**src/rtl/fetch_queue.sv**
```systemverilog
// Instruction fetch queue between fetch and decode: circular buffer with flush and occupancy count.
// Optional same-cycle enq->deq forwarding when empty, enabled by FETCH_QUEUE_BYPASS_EN.
module fetch_queue #(
  parameter int XLEN  = 64,
  parameter int DEPTH = 4,
  parameter int ILEN  = 32
) (
  input  logic                       clk,
  input  logic                       rst,
  input  logic                       enq_valid,
  output logic                       enq_ready,
  input  logic [XLEN-1:0]            enq_pc,
  input  logic [ILEN-1:0]            enq_instr,
  output logic                       deq_valid,
  input  logic                       deq_ready,
  output logic [XLEN-1:0]            deq_pc,
  output logic [ILEN-1:0]            deq_instr,
  input  logic                       flush,
  output logic [$clog2(DEPTH+1)-1:0] count,
  output logic [15:0]                flush_cnt
);

  localparam int PW = $clog2(DEPTH);
  localparam int CW = $clog2(DEPTH+1);

  typedef struct packed {
    logic [XLEN-1:0] pc;
    logic [ILEN-1:0] instr;
  } entry_t;

  entry_t        mem [DEPTH];
  entry_t        head;
  logic [PW-1:0] rd_ptr, wr_ptr;
  logic          byp, push, pop;

`ifdef FETCH_QUEUE_BYPASS_EN
  assign byp = (count == '0) && enq_valid && !flush && !rst;
`else
  assign byp = 1'b0;
`endif

  assign head      = mem[rd_ptr];
  assign enq_ready = rst || (count < CW'(DEPTH));
  assign deq_valid = !rst && !flush && ((count != '0) || byp);

`ifdef FETCH_QUEUE_BYPASS_EN
  assign deq_pc    = !deq_valid ? '0 : (byp ? enq_pc    : head.pc);
  assign deq_instr = !deq_valid ? '0 : (byp ? enq_instr : head.instr);
`else
  assign deq_pc    = deq_valid ? head.pc    : '0;
  assign deq_instr = deq_valid ? head.instr : '0;
`endif

  // A forwarded entry that decode takes immediately is never written to storage.
  assign push = enq_valid && enq_ready && !flush && !rst && !(byp && deq_ready);
  assign pop  = deq_valid && deq_ready && !byp;

  always_ff @(posedge clk) begin
    if (push) mem[wr_ptr] <= {enq_pc, enq_instr};
  end

  always_ff @(posedge clk) begin
    if (rst) begin
      rd_ptr    <= '0;
      wr_ptr    <= '0;
      count     <= '0;
      flush_cnt <= '0;
    end else begin
      if (flush && flush_cnt != 16'hFFFF) flush_cnt <= flush_cnt + 16'd1;
      if (flush) begin
        rd_ptr <= '0;
        wr_ptr <= '0;
        count  <= '0;
      end else begin
        if (push) wr_ptr <= wr_ptr + PW'(1);
        if (pop)  rd_ptr <= rd_ptr + PW'(1);
        case ({push, pop})
          2'b10:   count <= count + CW'(1);
          2'b01:   count <= count - CW'(1);
          default: count <= count;
        endcase
      end
    end
  end

endmodule

```
**config.mk**
```make
export PLATFORM = sky130hd
export DESIGN_NAME = fetch_queue
export DESIGN_NICKNAME = d
export VERILOG_FILES = /design/src/rtl/fetch_queue.sv
export SDC_FILE = /design/constraint.sdc
export NUM_CORES = 1
export LEC_CHECK = 0
export ABC_AREA = 1
export CORE_UTILIZATION = 45
export CTS_BUF_LIST = sky130_fd_sc_hd__clkbuf_4
export DETAILED_ROUTE_END_ITERATION = 12
export PLACE_DENSITY = 0.76
export SLEW_MARGIN = 20
export SYNTH_ARGS = -nofsm -noshare
export SYNTH_HDL_FRONTEND = slang
export SYNTH_SLANG_ARGS = --single-unit
```
**constraint.sdc**
```tcl
create_clock -name clk -period 13.5 [get_ports clk]
set_clock_uncertainty 0.05 [all_clocks]
set_input_delay 2.025 -clock clk [delete_from_list [all_inputs] [get_ports clk]]
set_output_delay 2.025 -clock clk [all_outputs]
set_load 0.01 [all_outputs]
```
* After elaboration in Yosys (flattened, before gate mapping)
Memories as Yosys holds them, arrays and structs flattened. A register that Yosys moved wholly into a read port is not among the register bits. Cells that the tools add are included.
Word-level totals: memory bits (writable) 384, register bits 23, output and inout port bits 117, memories kept 1, logic and storage cells 34
Operators by class: add/subtract/negate cells 5, equality and inequality tests 3, order comparisons 1, multiplexer cells 7, reduce and logical (&&, ||, !) cells 13
Memories:
- mem | words 4, width 96, read ports 1, clocked after Yosys merged registers in 1, wr ports 1, line 31 | entry_t mem [DEPTH];
Operator list (number):
- two-way mux 64 bit | 1
- two-way mux 32 bit | 1
- adder 16 x 1 -> 16 bit, second input constant | 1
- inequality test 16 bit, second input constant | 1
- logical AND 1 bit | 7
- one-hot mux 3 bit (2 select lines) | 1
- adder 2 x 1 -> 2 bit, second input constant | 2
- two-way mux 2 bit | 2
- adder 3 x 1 -> 3 bit, second input constant | 1
- < comparator 3 bit, second input constant | 1
- nonzero test 3 bit | 1
- subtractor 3 x 1 -> 3 bit, second input constant | 1
- equality test 2 x 1 -> 1 bit, second input constant | 1
- equality test 2 bit, second input constant | 1
- logical NOT 1 bit | 2
- two-way mux 1 bit | 2
- nonzero test 2 bit | 1
- OR reduction 2 bit | 1
- logical OR 1 bit | 1

* Depth between registers and ports, before layout
word-level depth 7, mapped depth 11

* Least setup slack after synthesis
Ideal clock, no wire load.
kind input port to flip-flop, start in flush, end mem mem[0][0] in the netlist's numbering (enable), setup time 0.552 ns, arrival 6.483 ns, data required time 12.898 ns, slack 6.415 ns, cell stages on the path 4, cell sequence buf_4 > nor2_4 > nand2_1 > nor2_1
On the way: word-level cells in the longest chain between the ends 5
RTL lines:
- start, declared | line 18 | input logic flush,
- logical NOT 1 bit | line 55 | assign push = enq_valid && enq_ready && !flush && !rst && !(byp && deq_ready);
- logical AND 1 bit (2 in a row) | line 55
- two-way mux 1 bit | line 59 | if (push) mem[wr_ptr] <= {enq_pc, enq_instr};
- two-way mux 1 bit (implied by the code) | line 59
- end, declared | line 31
No other way between the ends.

* Worst setup path in the final report
start in flush, end out deq_pc[46]
On the way: word-level cells in the longest chain between the ends 4
RTL lines:
- logical NOT 1 bit | line 44 | assign deq_valid = !rst && !flush && ((count != '0) || byp);
- logical AND 1 bit (2 in a row) | line 44
- two-way mux 64 bit | line 50 | assign deq_pc = deq_valid ? head.pc : '0;
- end, declared | line 16 | output logic [XLEN-1:0] deq_pc,
No other way between the ends.

==> results.py <==
metrics = {
    "critical_path": {
        "worst_path_most_repeated_cell": "clkdlybuf4s50_1",
        "cp.required_ps": 11430,
        "critical_path_peak_fanout": 60,
        "worst-endpoint-arrival_ps": 4720,
        "path_class": "in -> out",
        "crit-reg2reg-launch": "count[2]",
        "r2r_end": "mem[0][11]",
        "worstRegToRegCells": 7,
        "critPathBufInv": 3,
        "setup.reg_to_reg.worst_slack_ps": 10480,
        "worstSetupStartpointType": "primary input",
        "setup.worst_path.end_class": "primary output",
        "max_stage_delay_ps": 780,
        "cp_cell_sequence": "clkdlybuf4s50_1 > nor2_4 > nand2_4 > buf_4 > a21oi_1 > clkdlybuf4s50_1",
        "timing.critical_path.slowest_stage_cell": "clkdlybuf4s50_1",
        "cpLargestDelayFamily": "buffers and inverters",
    },
    "yosys": {
        "synth_top_area_cell": "edfxtp_1",
        "synth-edff-count": 384,
        "yosysWarningCount": 0,
        "ys_top_cells_by_area": "edfxtp_1 71%, nor2_1 9.9%, o21ai_0 5.4%",
        "yosys.cell_types.count": 29,
        "post_synth_inst_count": 1341,
        "yosysSeqAreaShare": 0.744,
        "synthesis.area_per_instance_um2": 12.1,
        "flip_flop_cell_with_the_highest_count_after_synthesis": "edfxtp_1",
        "synth_area_um2": 16200,
        "yosysTopAreaCellShare": 0.713,
        "syn_nets": 1449,
        "postSynthRegisterBits": 409,
        "ys_async_sr_fraction": 0,
    },
    "floorplanning": {
        "die_area_um2": 36700,
        "die_width_um": 192,
        "initial_core_util": 0.456,
        "placementRows": 69,
        "core_region_area_um2": 35500,
        "ioPinCount": 218,
        "die-height_um": 192,
    },
    "placed_design": {
        "final_weighted_congestion_of_routability_driven_global_placement": 0.843,
        "post-place-cells": 1956,
        "placement.cell_area_um2": 18700,
        "detailed_place_hpwl_um": 20700,
        "port_buffers": 217,
    },
    "clocking": {
        "clock_slew_at_the_register_clock_pins_of_the_worst_setup_and_hold_paths_ps": 60,
        "insertion_delay_ps": 760,
        "maximum_clock_path_buffer_count": 3,
        "cts_setup_buffers": 0,
        "hold_buffers": 0,
        "cts_tree": "built",
        "post_cts_resize_count": 0,
        "root_buffer": "clkbuf_4",
        "cts-buffers-inserted": 100,
        "clock_sinks": 409,
        "ctsHtreeMaxLevel": 3,
    },
    "cells_and_area": {
        "postLayoutCellArea_um2": 20000,
        "final_std_cells_w_o_fill": 2136,
        "layout.cells.most_common": "nor2_1",
        "area_taken_by_flip_flops_and_latches_um2": 12000,
        "num-nets-final": 1705,
        "drive_gt1_frac": 0.117,
        "most_frequent_cells_in_the_layout": "421 x nor2_1, 384 x edfxtp_1, 217 x clkdlybuf4s50_1",
        "multi_input_comb_area_um2": 3700,
        "nFillCells": 2897,
        "layout-area-overhead-vs-synth_pct": 23.8,
        "postLayoutCoreUtil": 0.564,
    },
    "sta": {
        "fin_setup_tns_ps": 0,
        "final-setup-viol-count": 0,
        "drv_slew": 0,
        "final_layout_worst_hold_slack_ps": 404,
        "worst-slew-pin-transition_ps": 1070,
        "finalCritPeriodShare": 0.503,
        "finalWorstPathRequiredPeriod_ps": 6790,
        "timing.max_slew.rel_slack": 0.284,
        "rsz0062_at_grt": "no",
        "max_freq_ghz": 0.147,
        "final_hold_viol_count": 0,
    },
    "min_path": {
        "hp-class": "reg -> reg",
        "worst_hold_path.num_cells": 2,
        "worst_hold_startpoint": "rd_ptr[1]",
    },
    "global_routing": {
        "grt_max_degree": 113,
        "antenna_found_initial": 5,
        "grt_pass1_wl_um": 56100,
        "first_global_vias": 10630,
        "grt_util_all_layers": 0.202,
        "gr-total-overflow": 0,
    },
    "flow_run": {
        "drv.max_cap_violation_count": 0,
    },
    "run_status": {
        "run_status": "finished, final reports clean",
    },
    "power_and_ir_drop": {
        "vdd_drop_max_mv": 0.113,
        "pwr_density_cell_nw_per_um2": 125,
        "leakage_nw": 6.82,
    },
    "detailed_routing": {
        "drt-vias-per-instance": 5.10,
        "first_iter_violations": 720,
        "number_of_iterations_in_the_first_detailed_routing_pass": 5,
        "drcViolationCount": 0,
        "wl_per_cell_um": 17.4,
        "route.final.wire_length_um": 37100,
        "route.antenna.remaining_nets": 0,
        "dr_total_vias": 10893,
    },
}
==> per-stage QoR <==
step	setup WS [ps]	power, mW
3_3_place_gp	6810	1.50
3_5_place_dp	6700	1.50
6_report	6710	2.49
5_1_grt	6570	2.60
2_1_floorplan	6420	1.45
4_1_cts	6700	2.53
==> logic make-up after synthesis <==
logic type	Yosys count	share of synthesized area
buf+inv	108	0.0296
compound gates	317	0.0984
fa+ha+maj	7	0.00588
flops	409	0.744
simple gates	500	0.122
==> sequential cells by signal (all words and copies together) (netlist names), named ones only <==
name       count
mem          384
wr_ptr         2
flush_cnt     16
count          3
rd_ptr         2
==> Yosys cell counts (all sizes together) (4+ instances only) <==
master and instances:
nand3 19, a21oi 119, buf 49, ha 6
dfxtp 25, edfxtp 384, inv 30, o21ai 197
clkbuf 28, nand4 4, nor2 430, nand2 44
==> final cells by class <==
| type | instances | area share |
|---|---|---|
| Tap cell | 461 | 0.0288 |
| Antenna cell | 3 | 0.000375 |
| Clock inverter | 25 | 0.00787 |
| Timing Repair Buffer | 231 | 0.114 |
| Clock buffer | 152 | 0.0570 |
| Sequential cell | 409 | 0.601 |
| Multi-Input combinational cell | 824 | 0.185 |
| Inverter | 31 | 0.00600 |
==> metal layers <==
metal | GRT usage | routed length, um
met5 | 0 | 26
met4 | 0.0809 | 792
met3 | 0.0610 | 2870
met2 | 0.329 | 17900
met1 | 0.251 | 15500
==> power by group <==
group	total, mW	switching, mW	internal [mW]
Clock	1.02	0.468	0.550
Sequential	1.40	0.00353	1.40
Combinational	0.0741	0.0376	0.0365
Total	2.49	0.509	1.98
==> worst reg2reg max path, cell delays in order (launching register included) <==
cell,delay (ps)
dfxtp_1,350
inv_1,100
nand2_1,80
inv_1,70
nand2_1,260
nor2_4,370
buf_4,630
buf_4,720
==> how the worst max path moves through the flow <==
stage / start / end / depth (start not counted)
floorplan: flush / mem[0][0] / 4
global placement: flush / deq_pc[50] / 6
detailed placement: flush / deq_pc[46] / 6
CTS: flush / deq_pc[46] / 6
global route: flush / deq_pc[53] / 6
finish: flush / deq_pc[46] / 6
Power figures use the tool's default switching activity.
